[src/rtl/seq_stage_ctrl.sv]
// Stage sequencer for the Y86-64 SEQ datapath: one stage strobe per cycle,
// icode-based stage skipping, data-memory handshake and processor status.
module seq_stage_ctrl #(
  parameter int MEM_TIMEOUT = 16,
  parameter int CNT_W       = 32
) (
  input  logic             clk,
  input  logic             rst,
  input  logic             start,
  input  logic             step_mode,
  input  logic [3:0]       icode,
  input  logic             imem_error,
  input  logic             dmem_error,
  input  logic             mem_ack,
  output logic             fetch_en,
  output logic             decode_en,
  output logic             execute_en,
  output logic             memory_en,
  output logic             writeback_en,
  output logic             pc_update_en,
  output logic             mem_req,
  output logic [2:0]       stat,
  output logic             busy,
  output logic             halted,
  output logic [CNT_W-1:0] instr_count
);

  // state     | meaning
  // IDLE      | waiting for start
  // FETCH     | instruction fetch, icode latched on exit
  // DECODE    | register read, halt/illegal-opcode detection
  // EXECUTE   | ALU, chooses next stage from icode
  // MEMORY    | data-memory request until ack, fault or timeout
  // WRITEBACK | register write
  // PCUPD     | PC update, instruction retired
  // HALT      | terminal until reset
  typedef enum logic [2:0] {
    IDLE, FETCH, DECODE, EXECUTE, MEMORY, WRITEBACK, PCUPD, HALT
  } state_t;

  localparam logic [2:0] STAT_AOK = 3'd1;
  localparam logic [2:0] STAT_HLT = 3'd2;
  localparam logic [2:0] STAT_ADR = 3'd3;
  localparam logic [2:0] STAT_INS = 3'd4;

  localparam int WW = (MEM_TIMEOUT > 1) ? $clog2(MEM_TIMEOUT) : 1;
  localparam logic [WW-1:0] WAIT_LAST = WW'(MEM_TIMEOUT - 1);

  state_t        state, state_nx;
  logic [2:0]    stat_nx;
  logic [3:0]    icode_q;
  logic [WW-1:0] wait_cnt;

  always_comb begin
    state_nx = state;
    stat_nx  = stat;
    case (state)
      IDLE:      if (start) state_nx = FETCH;
      FETCH: begin
        if (imem_error) begin
          state_nx = HALT;
          stat_nx  = STAT_ADR;
        end else begin
          state_nx = DECODE;
        end
      end
      DECODE: begin
        if (icode_q == 4'h0) begin
          state_nx = HALT;
          stat_nx  = STAT_HLT;
        end else if (icode_q > 4'hB) begin
          state_nx = HALT;
          stat_nx  = STAT_INS;
        end else begin
          state_nx = EXECUTE;
        end
      end
      EXECUTE: begin
        case (icode_q)
          4'h4, 4'h5, 4'h8, 4'h9, 4'hA, 4'hB: state_nx = MEMORY;
          4'h1, 4'h7:                         state_nx = PCUPD;
          default:                            state_nx = WRITEBACK;
        endcase
      end
      // ack beats a timeout landing in the same cycle
      MEMORY: begin
        if (mem_ack) begin
          if (dmem_error) begin
            state_nx = HALT;
            stat_nx  = STAT_ADR;
          end else begin
            state_nx = (icode_q == 4'h4) ? PCUPD : WRITEBACK;
          end
        end else if (wait_cnt == WAIT_LAST) begin
          state_nx = HALT;
          stat_nx  = STAT_ADR;
        end
      end
      WRITEBACK: state_nx = PCUPD;
      PCUPD:     state_nx = step_mode ? IDLE : FETCH;
      HALT:      state_nx = HALT;
      default:   state_nx = IDLE;
    endcase
  end

  always_ff @(posedge clk or posedge rst) begin
    if (rst) begin
      state        <= IDLE;
      stat         <= STAT_AOK;
      icode_q      <= 4'h0;
      wait_cnt     <= '0;
      instr_count  <= '0;
      fetch_en     <= 1'b0;
      decode_en    <= 1'b0;
      execute_en   <= 1'b0;
      memory_en    <= 1'b0;
      writeback_en <= 1'b0;
      pc_update_en <= 1'b0;
      mem_req      <= 1'b0;
      busy         <= 1'b0;
      halted       <= 1'b0;
    end else begin
      state        <= state_nx;
      stat         <= stat_nx;
      fetch_en     <= (state_nx == FETCH);
      decode_en    <= (state_nx == DECODE);
      execute_en   <= (state_nx == EXECUTE);
      memory_en    <= (state_nx == MEMORY);
      writeback_en <= (state_nx == WRITEBACK);
      pc_update_en <= (state_nx == PCUPD);
      mem_req      <= (state_nx == MEMORY);
      busy         <= (state_nx != IDLE) && (state_nx != HALT);
      halted       <= (state_nx == HALT);
      if (state == FETCH && !imem_error) icode_q <= icode;
      // held at zero outside MEMORY so every entry starts a fresh wait
      wait_cnt <= (state == MEMORY && !mem_ack) ? wait_cnt + 1'b1 : '0;
      if (state == PCUPD) instr_count <= instr_count + 1'b1;
    end
  end

endmodule

[config.mk]
export PLATFORM = sky130hd
export DESIGN_NAME = seq_stage_ctrl
export DESIGN_NICKNAME = d
export VERILOG_FILES = /design/src/rtl/seq_stage_ctrl.sv
export SDC_FILE = /design/constraint.sdc
export NUM_CORES = 1
export LEC_CHECK = 0
export ABC_AREA = 0
export BUFFER_PORTS_ARGS = -buffer_cell sky130_fd_sc_hd__buf_2
export CAP_MARGIN = 20
export CORE_MARGIN = 2
export CORE_UTILIZATION = 53
export DETAILED_ROUTE_END_ITERATION = 8
export PLACE_DENSITY = 0.81
export SLEW_MARGIN = 20
export SYNTH_ARGS = -nofsm -noshare
export SYNTH_HDL_FRONTEND = slang
export SYNTH_SLANG_ARGS = --single-unit
[constraint.sdc]
create_clock -name clk -period 2.6 [get_ports clk]
set_clock_uncertainty 0.05 [all_clocks]
set_input_delay 0 -clock clk [delete_from_list [all_inputs] [get_ports clk]]
set_output_delay 0 -clock clk [all_outputs]
set_load 0.005 [all_outputs]
==> results of run 1 <==
==> power by group through the flow <==
stage / clock network (mW) / logic (mW) / registers, mW
after floorplan: 0 / 0.543 / 1.14
after global placement: 0 / 0.736 / 1.17
final: 0.559 / 0.769 / 1.17
after CTS: 0.570 / 0.771 / 1.17
after detailed placement: 0 / 0.753 / 1.18
after global routing: 0.605 / 0.870 / 1.19
==> state kept, by name, indices dropped and copies added, names as in the netlist, 3 cells and up <==
register and count:
instr_count 32, icode_q 4, wait_cnt 4, stat 3, state 3
==> cells by family after synthesis <==
kind of cell | share of synthesized area (%)
multiplexers | 1.81
AND/OR/NAND/NOR | 21.5
flip-flops | 54.5
adder cells (fa/ha/maj) | 1.01
buffers and inverters | 2.72
XOR/XNOR | 11.6
AO/OA/AOI/OAI | 6.90
==> path summary, 6_finish.rpt <==
check	end	depth (start not counted)
setup / recovery	instr_count[30]	5
hold / removal	wait_cnt[1]	3
setup reg to reg	instr_count[30]	5
hold reg to reg	instr_count[31]	1
max in group asynchronous	wait_cnt[1]	4
min in group asynchronous	instr_count[25]	3
==> routing by layer <==
layer / vias to the layer above / global-route usage, %
li1: 930 / -
met1: 882 / 29.5
met2: 62 / 29.2
met3: 13 / 6.11
met4: 0 / 8.64
met5: - / 0
==> metrics by stage <==
| step | hold WS [ps] | cell area (sq um) | total power [mW] | cells | utilization [%] |
|---|---|---|---|---|---|
| floorplan | 66.8 | 2480 | 1.69 | 230 | - |
| global placement | 60.3 | 2810 | 1.91 | 334 | 63.3 |
| detailed placement | 79.4 | 2810 | 1.93 | 334 | 63.3 |
| CTS | 25.7 | 2990 | 2.51 | 349 | 67.3 |
| global route | 69.7 | 2990 | 2.67 | 349 | 67.3 |
| finish | 36.8 | 2990 | 2.50 | 349 | 67.3 |
==> layout make-up <==
class / instances / area (sq um)
Clock buffer: 6 / 72.6
Timing Repair Buffer: 64 / 363
Inverter: 10 / 37.5
Tap cell: 52 / 65.1
Sequential cell: 54 / 1350
Multi-Input combinational cell: 161 / 1060
Fill cell: 362 / 1450
Clock inverter: 2 / 37.5
==> Yosys cell counts, drive strengths merged (2+ instances only) <==
library cell,n,area share [%]
xor2,12,4.2
o22a,3,1.1
and3,4,1.0
inv,10,1.5
a21boi,2,0.60
o22ai,2,0.50
mux2,4,1.8
nor2b,5,1.3
or3,2,0.50
nand3,11,2.2
nor3b,2,0.60
buf,2,0.76
nand4,10,2.5
o21ai,5,1.0
clkbuf,3,0.45
dfrtp,53,53
ha,2,1.0
and4,2,0.71
a211oi,3,0.91
nand2b,5,1.3
nor3,7,1.4
a31oi,2,0.50
nand2,20,3.0
and2,4,1.0
xnor2,21,7.4
nor2,19,3.5
==> critical path, stage by stage (launching register included) <==
cell,delay [ps]
dfrtp_1,520
and4b_1,370
and4_1,300
nor3b_1,440
nand4_1,190
xnor2_1,160
==> metrics, run 1 <==
initial core utilization 55.9%; PwrDens 835 mW/mm^2; Synth Area per Inst 10.8 sq um; final worst slack 484 ps; Iter 0 DRT Violations 100; reg-to-reg slack, setup 480 ps; TNS Setup 0 ps; Critical Path End Type flip-flop; drc violations 0; Comb power frac 30.8%; Hold Vio Cnt, Final 0; max cap viols 0; DR WL met3 291 microns; RSZ-0062 raised after global routing no; reg2reg start state[0]; HP Start mem_ack; top layer in use met4; # Post-CTS Setup Buffers 0; wl on met1 2230 microns; fin crit period about 2100 ps; Placer Congestion between 0.8 and 0.9; HPWL after DPL 3530 microns; CTS Buf Count 5; P_sw 0.851 mW; TritonCTS clock tree yes; hold_buf cts 7; grt ovf 0; Setup-failing EPs final 0; Crit. Startpoint state[0]; Clk Latency, worst-skew pair approximately 310 ps; area delta synth->final 20.5%; Post-synth ARST share 100%; # port buffers 54; via count 1,887; sw frac 34.1%; Mapped Nets 243; Die H slightly above 70 microns; outcome finished clean; CTS resizes 0; die area around 0.0052 sq mm; ANT nets after route 0; GRT Resource Usage Total 20.5%; number of synthesized flops with an enable pin 0; CP Launch Type flip-flop; met2 WL post-DR 2240 microns; boundary pin count 55; Die X 72.5 microns; commonest non-fill, non-tap cell in the layout buf_2; final-stage net count 309; Clock Tree Root clkbuf_8; post-placement setup slack 543 ps; drt pass-1 iters 4; Main synth FF type dfrtp_1; register share of total power a little under half; Synth Warn # 0; initial antenna violation count 0; largest fanout on the critical path 14; commonest non-fill, non-tap cells in the layout buf_2, dfrtp_1, xnor2_1, nand2_1, nor2_1; clock share of power approximately 22%; first-pass GRT wire length 8220 microns; clk buf depth 2; Num Clock Sinks 54; overall routed net length 4870 microns; layout cells sized above 1 25.6%; core area ~0.0044 sq mm; Arrival @ worst endpoint 2270 ps; vias in the first global route 1,739; Lkg Pwr 1.48 nW; largest net degree at the start of global routing 32; CTS H-tree depth 2; max-slew violations 0; Slew Limit Headroom 57.4%; Seq/Total Area, Yosys between 50% and 60%; Antenna Cells 0; hold crit path type input pin to flip-flop; clock transition at the registers of the reported paths 90 ps; Worst EP required 2750 ps; Peak VDD IR 0.518 mV; part of the cycle the worst path needs 81.4%; site row count 24; Gate Count Post-Synth 230; Avg WL per Cell 13.9 microns; WS Path Type flip-flop to flip-flop; Synth Cell Area 0.00248 sq mm; Distinct cells, synth between 40 and 50; Vias/cell 5.41; synthesis-stage register bit count 54; Cell Int Power around 1.6 mW; highest achievable clock rate around 0.47 GHz; worst-margin pin slew about 640 ps
Note: power is estimated with default switching activity, not from simulation.
==> inputs of run 2 (changes only) <==
- CORE_UTILIZATION: 53 -> 48
- PLACE_DENSITY: 0.81 -> 0.78
- clock period: 2.6 -> 1.8 ns (I/O delays scaled with it)
==> run 2 against run 1 <==
The flow now finishes with violations (negative setup slack). Cell count rose by 13%. Combinational power rose by 100%. Critical path depth did not move. Critical path type unchanged. Critical endpoint is now instr_count[25]. Largest cell class unchanged.
==> metrics, run 2 (same netlist as run 1, synthesis figures left out) <==
outcome finished, violations left; failing checks negative setup slack; via count 1,992 (+5.6%); Iter 0 DRT Violations 72 (-28%); Clock Tree Root clkbuf_8; commonest non-fill, non-tap cell in the layout buf_2; P_sw 1.37 mW (+61%); Avg WL per Cell 13.0 microns (-6.8%); top flop regs instr_count: 32 flops, icode_q: 4 flops, wait_cnt: 4 flops; vias in the first global route 1,926 (+11%); WS Path Type flip-flop to flip-flop; Setup-failing EPs final 3 (+3); Peak VDD IR 0.856 mV (+65%); reg-to-reg slack, setup -40 ps (-530 ps); Slew Limit Headroom 56.4% (-1.0 points); core area 0.00504 sq mm (+13%); Comb power frac 40.1% (+9.3 points); post-layout util 65.1% (-2.3 points); ANT nets after route 0 (unchanged); cell total after placement 376 (+13%); final worst slack -44.7 ps (-528 ps); die area 0.00577 sq mm (+9.8%); clk buf depth 2 (unchanged); overall routed net length 5130 microns (+5.5%); Hold Crit Endpoint wait_cnt[1]; Num Clock Sinks 54 (unchanged); drt pass-1 iters 5 (+1); Seq. cell area 0.00136 sq mm (+0.28%); max cap viols 0 (unchanged); clock transition at the registers of the reported paths 100 ps (about the same); sw frac 35.3% (+1.2 points); TritonCTS clock tree yes; R2R Path End instr_count[25]; Antenna Cells 0 (unchanged); most flop-heavy register instr_count; Largest register FFs 32 (unchanged); initial antenna violation count 0 (unchanged); Clk Latency, worst-skew pair 310 ps (about the same); RSZ-0062 raised after global routing yes; Arrival @ worst endpoint 2030 ps (-240 ps); Cell Int Power 2.51 mW (+53%); CTS Buf Count 5 (unchanged); Worst path top cell family by delay simple AND/OR/NAND/NOR gates; register share of total power 42.4% (-4.4 points); clock share of power 17.6% (-4.8 points); highest achievable clock rate 0.542 GHz (+15%); layout cells sized above 1 36.9% (+11 points); first-pass GRT wire length 8570 microns (+4.3%); Placer Congestion 0.975 (+17%); fin crit period 1840 ps (-272 ps); Fillers 420 (+16%); crit-path cells and4b_1 -> nand4_1 -> or4_4 -> nor2_2 -> xor2_1; site row count 26 (+8.3%); part of the cycle the worst path needs 102% (+21 points); Die H 75.9 microns (+4.8%); hold crit path type input pin to flip-flop; CP Launch Type flip-flop; commonest non-fill, non-tap cells in the layout buf_2, dfrtp_1, buf_4, xnor2_1, nand2_1; worst hold stages 3 (unchanged); boundary pin count 55 (unchanged); final-stage net count 337 (+9.1%); Worst EP required 1990 ps (-760 ps); Critical Path End Type flip-flop; largest fanout on the critical path 5 (-9); CTS H-tree depth 2 (unchanged); reg2reg start state[0]; drc violations 0 (unchanged); CP bufs+invs 0 (unchanged); R2R cell count 5 (unchanged); # port buffers 54 (unchanged); Vias/cell 5.04 (-6.7%); area delta synth->final 32.1%; area of the multi-input gates 0.00113 sq mm (+6.5%); PwrDens 1180 mW/mm^2 (+42%); worst-margin pin slew 654 ps (+15.9 ps); CP peak stage delay 600 ps (+80 ps); Lkg Pwr 1.62 nW (+9.5%); HP Start mem_ack; Finished Layout Cells 395 (+13%); largest net degree at the start of global routing 55 (+72%); grt ovf 0 (unchanged); GRT Resource Usage Total 18.2% (-2.4 points); initial core utilization 49.3% (-6.6 points); Hold Vio Cnt, Final 0 (unchanged); Slowest cell on crit path or4_4; Die X 75.9 microns (+4.8%); max-slew violations 0 (unchanged); HPWL after DPL 3660 microns (+3.7%)
run 2: stage by stage:
stage / total power, mW / setup slack, ps / TNS [ps] / area, sq um / hold slack (ps)
3_3_place_gp: 3.00 / 21.8 / 0 / 3010 / 152
2_1_floorplan: 2.44 / 50.1 / 0 / 2480 / 66.8
6_report: 3.88 / -44.7 / -116 / 3280 / 59.8
5_1_grt: 4.15 / -89.6 / -555 / 3280 / 62.2
3_5_place_dp: 3.03 / -58.2 / -246 / 3010 / 162
4_1_cts: 3.81 / -17.2 / -25.3 / 3220 / 30.6
run 2: area by class of cell:
| cell class | count | share of cell area [%] |
|---|---|---|
| tap | 70 | 2.67 |
| sequential | 54 | 41.3 |
| timing repair buffer | 92 | 17.5 |
| clock buffer | 5 | 2.10 |
| clock inverter | 3 | 0.763 |
| inverter | 10 | 1.14 |
| multi-input combinational | 161 | 34.5 |
run 2: power groups by stage:
stage	clock network, mW	logic, mW	registers (mW)
floorplan	0	0.785	1.65
global placement	0	1.37	1.63
detailed placement	0	1.40	1.64
CTS	0.703	1.48	1.62
global route	0.760	1.71	1.68
finish	0.682	1.55	1.64
run 2: worst min-delay path, delay by kind of cell:
kind	cells	cell delay (ps)
AND/OR/NAND/NOR	2	240
buffers and inverters	1	150
run 2: worst max-delay path by stage:
stage / start / to / depth (start not counted)
final: state[0] / instr_count[25] / 5
after global routing: state[0] / instr_count[25] / 5
after CTS: state[0] / instr_count[25] / 5
after detailed placement: icode_q[3] / busy / 5
after global placement: icode_q[3] / writeback_en / 5
after floorplan: instr_count[4] / instr_count[31] / 6
run 2: what timing repair did:
item                                   CTS  global route
setup endpoints to repair                8            18
endpoints found under the hold margin   59             0
hold buffers                             7             0
buffers inserted                         3             1
pin swaps                                4             5
gates resized for setup                  5            14
run 2: routing by layer:
layer / GRT usage (%) / routed length [microns]
met5: 0 / 0
met4: 6.91 / 74
met3: 4.17 / 221
met2: 31.6 / 2620
met1: 22.1 / 2220
==> inputs of run 3 (changes only) <==
- ABC_AREA: 0 -> 1
- CORE_UTILIZATION: 48 -> 51
- CTS_BUF_LIST: not set -> sky130_fd_sc_hd__clkbuf_2
- PLACE_DENSITY: 0.78 -> 0.81
==> run 3 against run 2 <==
The run now ends clean. Cell count increased by 27%. Hold slack gained 150 ps. Critical path type unchanged. Sequential share of layout area down 1.8 points. Via count is 29% higher.
==> metrics, run 3 <==
area delta synth->final 23.5%; commonest non-fill, non-tap cell in the layout nand2_1; Iter 0 DRT Violations 139 (+93%); Num Clock Sinks 54 (unchanged); PwrDens 523 mW/mm^2 (-56%); site row count 26 (unchanged); core area 0.00517 sq mm (+2.6%); Comb power frac 4.5% (-36 points); highest achievable clock rate 0.582 GHz (+7.3%); top post-synthesis cells by count nand2_1, dfrtp_1, inv_1; layout cells sized above 1 24.7% (-12 points); largest fanout on the critical path 7 (+2); GRT Resource Usage Total 21.1% (+2.9 points); drc violations 0 (unchanged); part of the cycle the worst path needs 95.5% (-7.0 points); Yosys top cell area share 47.7% (-5.7 points); clk buf depth 2 (unchanged); first-pass GRT wire length 10,400 microns (+21%); post-layout util 66.3% (+1.3 points); Slew Limit Headroom 72.3% (+16 points); count leader, synth nand2_1; Antenna Cells 0 (unchanged); Synth Warn # 0 (unchanged); Setup-failing EPs final 0 (-3); initial core utilization 53.7% (+4.5 points); clock share of power 27.1% (+9.5 points); die area 0.00606 sq mm (+5.0%); CP peak stage delay 480 ps (-120 ps); max cap viols 0 (unchanged); P_sw 0.437 mW (-68%); crit-path cells inv_2 -> nor2_4 -> nand2_4 -> nor2_4 -> nand2_1 -> nor2_1 -> nand3b_1 -> xnor2_1; CTS H-tree depth 2 (unchanged); CP bufs+invs 1 (+1); most area-consuming cells after synthesis dfrtp_1, nand2_1, inv_1; vias in the first global route 2,379 (+24%); Main synth FF type dfrtp_1; synthesis-stage register bit count 54 (unchanged); Gate Count Post-Synth 343 (+49%); boundary pin count 55 (unchanged); leading area contributor after synthesis dfrtp_1; WS Path Type flip-flop to flip-flop; commonest non-fill, non-tap cells in the layout nand2_1, buf_2, dfrtp_1, inv_1, nor2_1; sw frac 24.3% (-11 points); Lkg Pwr 1.83 nW (+13%); drt pass-1 iters 5 (unchanged); Hold Slack 215 ps (+155 ps); clock transition at the registers of the reported paths 280 ps (+180 ps); Die X 77.8 microns (+2.5%); cell total after placement 469 (+25%); Synth Cell Area 0.00278 sq mm (+12%); Post-synth ARST share 100% (unchanged); Critical Path End Type flip-flop; CP Launch Type flip-flop; hold crit path type input pin to flip-flop; TritonCTS clock tree yes; number of synthesized flops with an enable pin 0 (unchanged); max-slew violations 0 (unchanged); worst-margin pin slew 412 ps (-242 ps); Worst EP required 2120 ps (+130 ps); overall routed net length 6310 microns (+23%); Placer Congestion 0.898 (-8.0%); Seq. cell area 0.00136 sq mm (unchanged); RSZ-0062 raised after global routing yes; Finished Layout Cells 500 (+27%); outcome finished clean; CTS Buf Count 5 (unchanged); Synth Area per Inst 8.10 sq um (-25%); via count 2,579 (+29%); Worst path top cell family by delay simple AND/OR/NAND/NOR gates; HPWL after DPL 4670 microns (+27%); Hold Vio Cnt, Final 0 (unchanged); fin crit period 1720 ps (-125 ps); Cell Int Power 1.36 mW (-46%); Distinct cells, synth 28 (-36%); Clock Tree Root clkbuf_2; Vias/cell 5.16 (+2.3%); final-stage net count 442 (+31%); register share of total power 68.4% (+26 points); top flop regs instr_count: 32 flops, icode_q: 4 flops, wait_cnt: 4 flops; Arrival @ worst endpoint 2040 ps (about the same); ANT nets after route 0 (unchanged); Largest register FFs 32 (unchanged); # port buffers 54 (unchanged); Mapped Nets 356 (+47%); Die H 77.8 microns (+2.5%); Fillers 427 (+1.7%); area of the multi-input gates 0.00128 sq mm (+13%); largest net degree at the start of global routing 21 (-62%); Peak VDD IR 0.449 mV (-47%); grt ovf 0 (unchanged); Slowest cell on crit path dfrtp_1; Seq/Total Area, Yosys 48.7% (-5.8 points); initial antenna violation count 0 (unchanged); Clk Latency, worst-skew pair 450 ps (+140 ps); Avg WL per Cell 12.6 microns (-2.8%); Most common cell on crit path nor2_4; most flop-heavy register instr_count
run 3: worst paths after layout:
check	slack (ps)	endpoint	cells after the start	start
max in group asynchronous	530	stat[0]	5	rst
worst min register to register	440	wait_cnt[0]	1	wait_cnt[0]
min in group asynchronous	550	instr_count[22]	4	rst
worst max register to register	80	instr_count[26]	8	state[1]
worst max-delay path	80	instr_count[26]	8	state[1]
worst min-delay path	210	icode_q[0]	4	icode[0]
run 3: logic make-up (layout without fill, tap and decap cells):
family / after synthesis / count (layout) / share of synthesized area (%)
and+or+nand+nor: 208 / 208 / 34.2
buffers and inverters: 45 / 132 / 6.57
adders and majority gates: 2 / 2 / 0.900
DFF: 54 / 54 / 48.7
AOI/OAI and AO/OA: 9 / 9 / 1.80
xor gates and xnor gates: 25 / 25 / 7.88
run 3: tightest hold or removal path: stages:
cell and delay [ps]:
dlygate4sd3_1 520, buf_2 100, nand2_1 40, o21ai_0 60
run 3: layout make-up:
cell class | instances | area share [%]
inverter | 43 | 4.70
clock buffer | 6 | 0.875
tap | 70 | 2.55
timing repair buffer | 81 | 14.6
sequential | 54 | 39.5
multi-input combinational | 244 | 37.3
clock inverter | 2 | 0.401
run 3: metal layers:
metal	wire, microns	up-vias	share of wire, %	track usage, %
met5	0	-	0	0
met4	116	0	1.8	5.89
met3	313	18	5.0	3.60
met2	3300	87	52	39.2
met1	2580	1214	41	24.7
li1	-	1260	-	-
run 3: timing repair:
action | CTS | global route
hold buffers | 11 | 0
resized for setup | 0 | 13
setup endpoints to repair | 0 | 10
endpoints found under the hold margin | 73 | 0
setup buffers | 0 | 12
run 3: power groups by stage:
stage	logic, mW	clock network (mW)	registers (mW)
detailed placement	0.0617	0	1.25
finish	0.0800	0.487	1.23
global route	0.0912	0.541	1.23
floorplan	0.0359	0	1.25
CTS	0.0798	0.492	1.23
global placement	0.0603	0	1.25
run 3: through the flow:
| stage | setup TNS [ps] | instance area (sq um) | total power, mW | setup slack (ps) |
|---|---|---|---|---|
| after global placement | 0 | 3150 | 1.31 | 132 |
| after CTS | 0 | 3300 | 1.80 | 22.7 |
| final | 0 | 3430 | 1.80 | 80.6 |
| after detailed placement | 0 | 3150 | 1.31 | 46.5 |
| after global routing | -53.1 | 3430 | 1.86 | -31.3 |
| after floorplan | 0 | 2780 | 1.28 | 310 |
